File: src/rtl/vrased_reset_ctrl.sv
// vrased_reset_ctrl
//   Collects the per-monitor violation lines into one registered, stretched CPU
//   reset request. The request is held until the core fetches RESET_HANDLER.
//   Optional cause logging is enabled by defining VRASED_CAUSE_LOG_EN. When it is
//   not defined, cause and rst_count read as zero and cause_clr has no effect.
module vrased_reset_ctrl #(
  parameter int          NUM_SRC       = 7,
  parameter int          HOLD_CYCLES   = 4,
  parameter int          WAIT_MAX      = 16,
  parameter logic [15:0] RESET_HANDLER = 16'h0000,
  parameter int          CNT_W         = 8
) (
  input  logic               clk,
  input  logic               reset,
  input  logic [NUM_SRC-1:0] viol,
  input  logic [15:0]        pc,
  input  logic               cause_clr,
  output logic               cpu_rst,
  output logic               busy,
  output logic               done,
  output logic [NUM_SRC-1:0] cause,
  output logic [CNT_W-1:0]   rst_count
);

  localparam int HOLD_W = $clog2(HOLD_CYCLES + 1);
  localparam int WAIT_W = $clog2(WAIT_MAX + 1);
  localparam logic [HOLD_W-1:0] HOLD_LAST = HOLD_W'(HOLD_CYCLES - 1);
  localparam logic [WAIT_W-1:0] WAIT_LAST = WAIT_W'(WAIT_MAX - 1);

  typedef enum logic [1:0] {
    ST_IDLE = 2'd0,
    ST_HOLD = 2'd1,
    ST_WAIT = 2'd2
  } state_t;

  state_t            state_reg;
  logic [HOLD_W-1:0] hold_cnt_reg;
  logic [WAIT_W-1:0] wait_cnt_reg;
  logic              any_viol;

  assign any_viol = |viol;

  // Recovery FSM: stretch the reset request, then wait for the core to reach the
  // reset vector; any violation (or a timeout) re-arms the hold phase.
  always_ff @(posedge clk) begin
    if (reset) begin
      state_reg    <= ST_IDLE;
      hold_cnt_reg <= '0;
      wait_cnt_reg <= '0;
      cpu_rst      <= 1'b0;
      busy         <= 1'b0;
      done         <= 1'b0;
    end else begin
      done <= 1'b0;
      case (state_reg)
        ST_IDLE: begin
          if (any_viol) begin
            state_reg    <= ST_HOLD;
            hold_cnt_reg <= '0;
            cpu_rst      <= 1'b1;
            busy         <= 1'b1;
          end
        end
        ST_HOLD: begin
          if (any_viol) begin
            // Retrigger: the high-time is always measured from the last violation.
            hold_cnt_reg <= '0;
          end else if (hold_cnt_reg == HOLD_LAST) begin
            state_reg    <= ST_WAIT;
            wait_cnt_reg <= '0;
            cpu_rst      <= 1'b0;
          end else begin
            hold_cnt_reg <= hold_cnt_reg + HOLD_W'(1);
          end
        end
        ST_WAIT: begin
          // Priority: new violation, then successful fetch of the vector, then timeout.
          if (any_viol) begin
            state_reg    <= ST_HOLD;
            hold_cnt_reg <= '0;
            cpu_rst      <= 1'b1;
          end else if (pc == RESET_HANDLER) begin
            state_reg <= ST_IDLE;
            busy      <= 1'b0;
            done      <= 1'b1;
          end else if (wait_cnt_reg == WAIT_LAST) begin
            state_reg    <= ST_HOLD;
            hold_cnt_reg <= '0;
            cpu_rst      <= 1'b1;
          end else begin
            wait_cnt_reg <= wait_cnt_reg + WAIT_W'(1);
          end
        end
        default: begin
          state_reg <= ST_IDLE;
          cpu_rst   <= 1'b0;
          busy      <= 1'b0;
        end
      endcase
    end
  end

`ifdef VRASED_CAUSE_LOG_EN
  logic [NUM_SRC-1:0] cause_reg;
  logic [CNT_W-1:0]   rst_count_reg;

  // Sticky cause log and saturating count of fresh reset events (IDLE exits only).
  always_ff @(posedge clk) begin
    if (reset) begin
      cause_reg     <= '0;
      rst_count_reg <= '0;
    end else begin
      // A clear in the same cycle as a violation keeps that violation.
      if ((state_reg == ST_IDLE) && cause_clr) begin
        cause_reg <= viol;
      end else begin
        cause_reg <= cause_reg | viol;
      end
      if ((state_reg == ST_IDLE) && any_viol && (rst_count_reg != '1)) begin
        rst_count_reg <= rst_count_reg + CNT_W'(1);
      end
    end
  end

  assign cause     = cause_reg;
  assign rst_count = rst_count_reg;
`else
  logic unused_cause_clr;

  assign unused_cause_clr = cause_clr;
  assign cause            = '0;
  assign rst_count        = '0;
`endif

endmodule

File: config.mk
export PLATFORM = sky130hd
export DESIGN_NAME = vrased_reset_ctrl
export DESIGN_NICKNAME = d
export VERILOG_FILES = /design/src/rtl/vrased_reset_ctrl.sv
export SDC_FILE = /design/constraint.sdc
export NUM_CORES = 1
export LEC_CHECK = 0
export ABC_CLOCK_PERIOD_IN_PS = 2400
export BUFFER_PORTS_ARGS = -buffer_cell sky130_fd_sc_hd__buf_2
export CORE_MARGIN = 1
export CORE_UTILIZATION = 44
export DETAILED_ROUTE_END_ITERATION = 10
export GPL_ROUTABILITY_DRIVEN = 0
export GPL_TIMING_DRIVEN = 1
export PLACE_DENSITY = 0.78
export SLEW_MARGIN = 20
export SYNTH_ARGS = -nofsm -noshare
export SYNTH_HDL_FRONTEND = slang
export SYNTH_SLANG_ARGS = --single-unit
export TNS_END_PERCENT = 100
File: constraint.sdc
create_clock -name clk -period 2.4 [get_ports clk]
set_clock_uncertainty 0.15 [all_clocks]
set_input_delay 0.48 -clock clk [delete_from_list [all_inputs] [get_ports clk]]
set_output_delay 0.48 -clock clk [all_outputs]
set_load 0.03 [all_outputs]
# Word level (Yosys, flattened, before mapping)
# Index checks and enable logic that the tools add are counted.
# op_classes
add_sub_neg,2
n_eq_ne,15
muxes,31
bitwise,2
reduce_logical,11
# ops
cell,count
$mux 5,5
$mux 3,6
$logic_not 16->1,1
$ne 2x2->1 const B,7
$mux 2,6
$pmux 5 s2,1
$reduce_and 5->1,2
$mux 1,9
$ne 3x3->1 const B,3
$pmux 3 s3,1
$reduce_or 9->1,1
$reduce_and 4->1,2
$reduce_or 7->1,1
$pmux 1 s3,2
$pmux 2 s3,1
$reduce_and 6->1,1
$add 5x1->5 const B,1
$eq 5x4->1 const B,1
$ne 4x4->1 const B,1
$add 3x1->3 const B,1
$eq 3x2->1 const B,1
$reduce_bool 3->1,1
$eq 2x1->1 const B,1
$eq 2x2->1 const B,1
other kinds (3),4
# totals
register_bits,13
inputBits,26
out_inout_bits,18
word_cells,67

# Depth between registers and ports, before layout
# depth
depth_word,5
ltp_mapped,6
ltp_nobuf,6

# Least setup slack after synthesis
# No wires, ideal clock.
# synth_path
path_type,flip-flop to flip-flop
startpoint,reg wait_cnt_reg[0]
endpoint,reg wait_cnt_reg[4]
setup_ns,0.123
arrival_time_ns,1.630
path_slack_ns,0.497
stages_incl_launch_ff,7
synth_period_minus_slack_ns,1.903
path_cell_list,dfxtp_1 ha_1 and3_1 ha_1 nand4b_1 o21ai_1 mux2_1
# synth_via
elab_chain_cells,5
elab_cells_between_ends,8
# synth_lines
item,line_no,rtl
"start, declared",38,logic [WAIT_W-1:0] wait_cnt_reg;
"start signal, assigned",91,wait_cnt_reg <= wait_cnt_reg + WAIT_W'(1);
$add 5x1->5,91,
$mux 5,86,end else if (wait_cnt_reg == WAIT_LAST) begin
$mux 5,82,end else if (pc == RESET_HANDLER) begin
$mux 5,78,if (any_viol) begin
$pmux 5 s2,55,case (state_reg)
# Parallel ways exist; a longest one is shown, timed or not. The select of a mux whose other input is x is not followed.
# A chain may end at the register's enable or synchronous reset.

# Worst setup path after layout
# Same ends and word-level chain as after synthesis.

==> run summary <==
The first-pass GRT wire length came out at 2477 µm. Yosys mapped a number of flops with a built-in enable equal to 0. The maximum ir drop on the vdd rail is 0.2446 mV. The core region is 1764 µm².

STA classifies the critical path endpoint as a flop. The maximum level of the CTS H-tree is 1. The repair_antennas step left the layout with diodes totalling 0. The remaining number of nets flagged by the antenna check after routing came out at 0. The count of buffers added on input and output ports is 27. The wire length after detailed routing came out at 1615 µm. The data required time at the worst endpoint is 2.42 ns. The post-synthesis to final-layout area growth came out at 16.54%. The number of failing hold endpoints at the final stage came out at 0. The number of primary I/O pins is 44.

The number of different library cells in the post-synthesis netlist came out at 36. The number of antenna violations at the first check in global routing came out at 0. In this run the deepest clock path goes through 2 buffers. Detailed placement ended at an HPWL of 1325 µm. The maximum number of pins on one net before global-route repair came out at 9. The number of buffers inserted to repair setup after CTS is 0. Setup repair after global routing left no endpoint under its margin. For this run, the leading register cell type out of synthesis is sky130_fd_sc_hd__dfxtp_1. The post-route netlist has 27.13% of its cells at a drive strength greater than 1. The clock net sink count came out at 13.

The floorplan step set the die height to 45.88 µm. After detailed routing, the average wire length per cell comes to 10.49 µm. The global route total overflow is 0.

The synthesized instance count came out at 98. The register with the most flip-flops in the layout has 5 of them. Along the worst path, the maximum fanout reaches 5.

Measured against its own limit, the worst slew margin works out to 64.59%. The synthesized cell area came out at 847.1 µm². For this run, the number of Yosys warnings is 0. The post-synthesis area per instance is 8.643 µm². The final max-slew violation count came out at 0. The latest clock arrival within the worst-skew pair is 0.28 ns. Timing would allow up to 0.4795 GHz.

The startpoint type of the worst setup path is a flop. The clock transition at the registers of the reported paths is 0.08 ns. The CTS tree is yes. The number of design rule violations left after detail routing came out at 0. The count of instances resized after the clock tree is built is 0. The power per cell area is 439.8 nW/µm². The pre-antenna-repair detailed-routing pass consisted of 4 iterations. The data arrival time of the critical path came out at 2.11 ns. The number of maximum-capacitance constraint violations is 0.

The worst setup slack for register-to-register paths is 0.31 ns. Counting I/O delays and the setup requirement, the final critical path takes 2.086 ns. The via count of the first global-routing pass is 668. The final count of negative-setup-slack endpoints is 0. The detailed router finished its first iteration with 10 violations.

The static power due to leakage is 0.4219 nW. The transition at the pin with the smallest max-transition slack is 0.5298 ns. Power comes to 0.0004342 W.

The x dimension of the die is 45.88 µm. The via-per-instance ratio is 5.019. The number of cell rows is 15. The worst hold path belongs to the class flop to flop. The cts-stage hold buffer count came out at 0. The flop and latch count out of synthesis is 13.

The async set or reset register ratio after synthesis came out at 0%. The post-route fraction of the period consumed by the critical path came out at 86.90%. The aggregate global-route resource usage came out at 16.78%. The routed via count came out at 773. The root buffer cell chosen for the clock tree is sky130_fd_sc_hd__clkbuf_4.

The setup path with the least slack is of type flop to flop. The total die area came out at 2105 µm². The flow ran to the end, and the final reports show no timing, DRC or antenna violations.

The starting density of the core is 48.01%. The final-stage net count is 160. For the final routed database, the setup TNS stands at 0 ns. The number of buffers inserted during clock tree synthesis is 3.

Sequential elements use 30.72% of the synthesized area.
-- per-layer routing --
metal	vias to the layer above	wire length, µm	GRT usage [%]
met2	46	708	28.73
met4	0	65	13.53
li1	397	-	-
met5	-	0	0
met3	7	152	2.778
met1	323	688	17.79
-- cells by family (layout without fill, tap and decap cells) --
kind of cell	Yosys count	in the layout	share of synthesized area, %
adder cells (fa/ha/maj)	4	4	5.909
multiplexers	2	2	2.511
AO/OA/AOI/OAI	19	19	15.81
buffers and inverters	23	40	16.84
flip-flops	13	13	30.72
AND/OR/NAND/NOR	36	36	27.77
other	1	15	0.4427
-- cell type report --
class,instances,area (µm²)
fillers,166,777.0
multi-input cells,76,496.7
well taps,25,31.28
inverters,8,30.03
repair buffers,28,142.6
flip-flops and latches,13,260.3
clock buffers,4,26.28
-- cells in the mapped netlist, types with 2 or more instances --
cell | n | area share [%]
sky130_fd_sc_hd__a21oi_1 | 4 | 2.4
sky130_fd_sc_hd__and2_1 | 2 | 1.5
sky130_fd_sc_hd__and3_1 | 2 | 1.5
sky130_fd_sc_hd__buf_4 | 15 | 13
sky130_fd_sc_hd__dfxtp_1 | 13 | 31
sky130_fd_sc_hd__ha_1 | 4 | 5.9
sky130_fd_sc_hd__inv_1 | 8 | 3.5
sky130_fd_sc_hd__nand2_1 | 5 | 2.2
sky130_fd_sc_hd__nand3_1 | 3 | 1.8
sky130_fd_sc_hd__nand4_1 | 2 | 1.5
sky130_fd_sc_hd__nor2_1 | 4 | 1.8
sky130_fd_sc_hd__nor2b_1 | 3 | 2.2
sky130_fd_sc_hd__nor4_1 | 4 | 3.0
sky130_fd_sc_hd__o211ai_1 | 3 | 2.7
sky130_fd_sc_hd__o21ai_0 | 2 | 1.2
sky130_fd_sc_hd__o2bb2ai_1 | 3 | 3.1
sky130_fd_sc_hd__or4_1 | 2 | 1.8
-- worst max-delay path: stages, from the launching register on --
cell,delay [ns]
sky130_fd_sc_hd__dfxtp_1,0.34
sky130_fd_sc_hd__ha_1,0.22
sky130_fd_sc_hd__and3_1,0.19
sky130_fd_sc_hd__ha_1,0.22
sky130_fd_sc_hd__nand4b_1,0.21
sky130_fd_sc_hd__o21ai_1,0.31
sky130_fd_sc_hd__mux2_1,0.35
-- final timing paths --
| check | from | to | cells past startpoint |
|---|---|---|---|
| hold reg to reg | hold_cnt_reg[0] | hold_cnt_reg[0] | 1 |
| setup reg to reg | wait_cnt_reg[0] | wait_cnt_reg[4] | 6 |
| setup / recovery | wait_cnt_reg[0] | wait_cnt_reg[4] | 6 |
| hold / removal | hold_cnt_reg[0] | hold_cnt_reg[0] | 1 |
-- where the power goes --
| part | leakage [nW] | total, W | switching (W) | internal [W] |
|---|---|---|---|---|
| Combinational | 0.301 | 0.0000768 | 0.0000552 | 0.0000216 |
| Sequential | 0.106 | 0.000222 | 0.00000279 | 0.000219 |
| Clock | 0.0150 | 0.000136 | 0.0000711 | 0.0000646 |
| Total | 0.422 | 0.000434 | 0.000129 | 0.000305 |
-- cells in the final DEF, fill, tap and decap left out, types with 2 or more instances in the layout --
master | Yosys | final
sky130_fd_sc_hd__buf_2 | 0 | 27
sky130_fd_sc_hd__conb_1 | 1 | 15
sky130_fd_sc_hd__dfxtp_1 | 13 | 13
sky130_fd_sc_hd__inv_1 | 8 | 8
sky130_fd_sc_hd__nand2_1 | 5 | 5
sky130_fd_sc_hd__nor4_1 | 4 | 4
sky130_fd_sc_hd__a21oi_1 | 4 | 4
sky130_fd_sc_hd__nor2_1 | 4 | 4
sky130_fd_sc_hd__ha_1 | 4 | 4
sky130_fd_sc_hd__nor2b_1 | 3 | 3
sky130_fd_sc_hd__nand3_1 | 3 | 3
sky130_fd_sc_hd__o2bb2ai_1 | 3 | 3
sky130_fd_sc_hd__o211ai_1 | 3 | 3
sky130_fd_sc_hd__clkbuf_4 | 0 | 3
sky130_fd_sc_hd__and3_1 | 2 | 2
sky130_fd_sc_hd__nand4_1 | 2 | 2
sky130_fd_sc_hd__o21ai_0 | 2 | 2
sky130_fd_sc_hd__and2_1 | 2 | 2
sky130_fd_sc_hd__or4_1 | 2 | 2
-- stage by stage --
stage                     worst slack (ns)  util (%)  instances  cell area, µm²  hold slack, ns
after floorplan                     0.4966         -        112           899.6          0.2823
after global placement              0.2750     54.47        150           960.9          0.3015
after global routing                0.1964     55.96        154           987.2          0.3174
after CTS                           0.3048     55.96        154           987.2          0.3040
final                               0.3144     55.96        154           987.2          0.3128
after detailed placement            0.2447     54.47        150           960.9          0.3048
(Power assumes the default switching activity.)
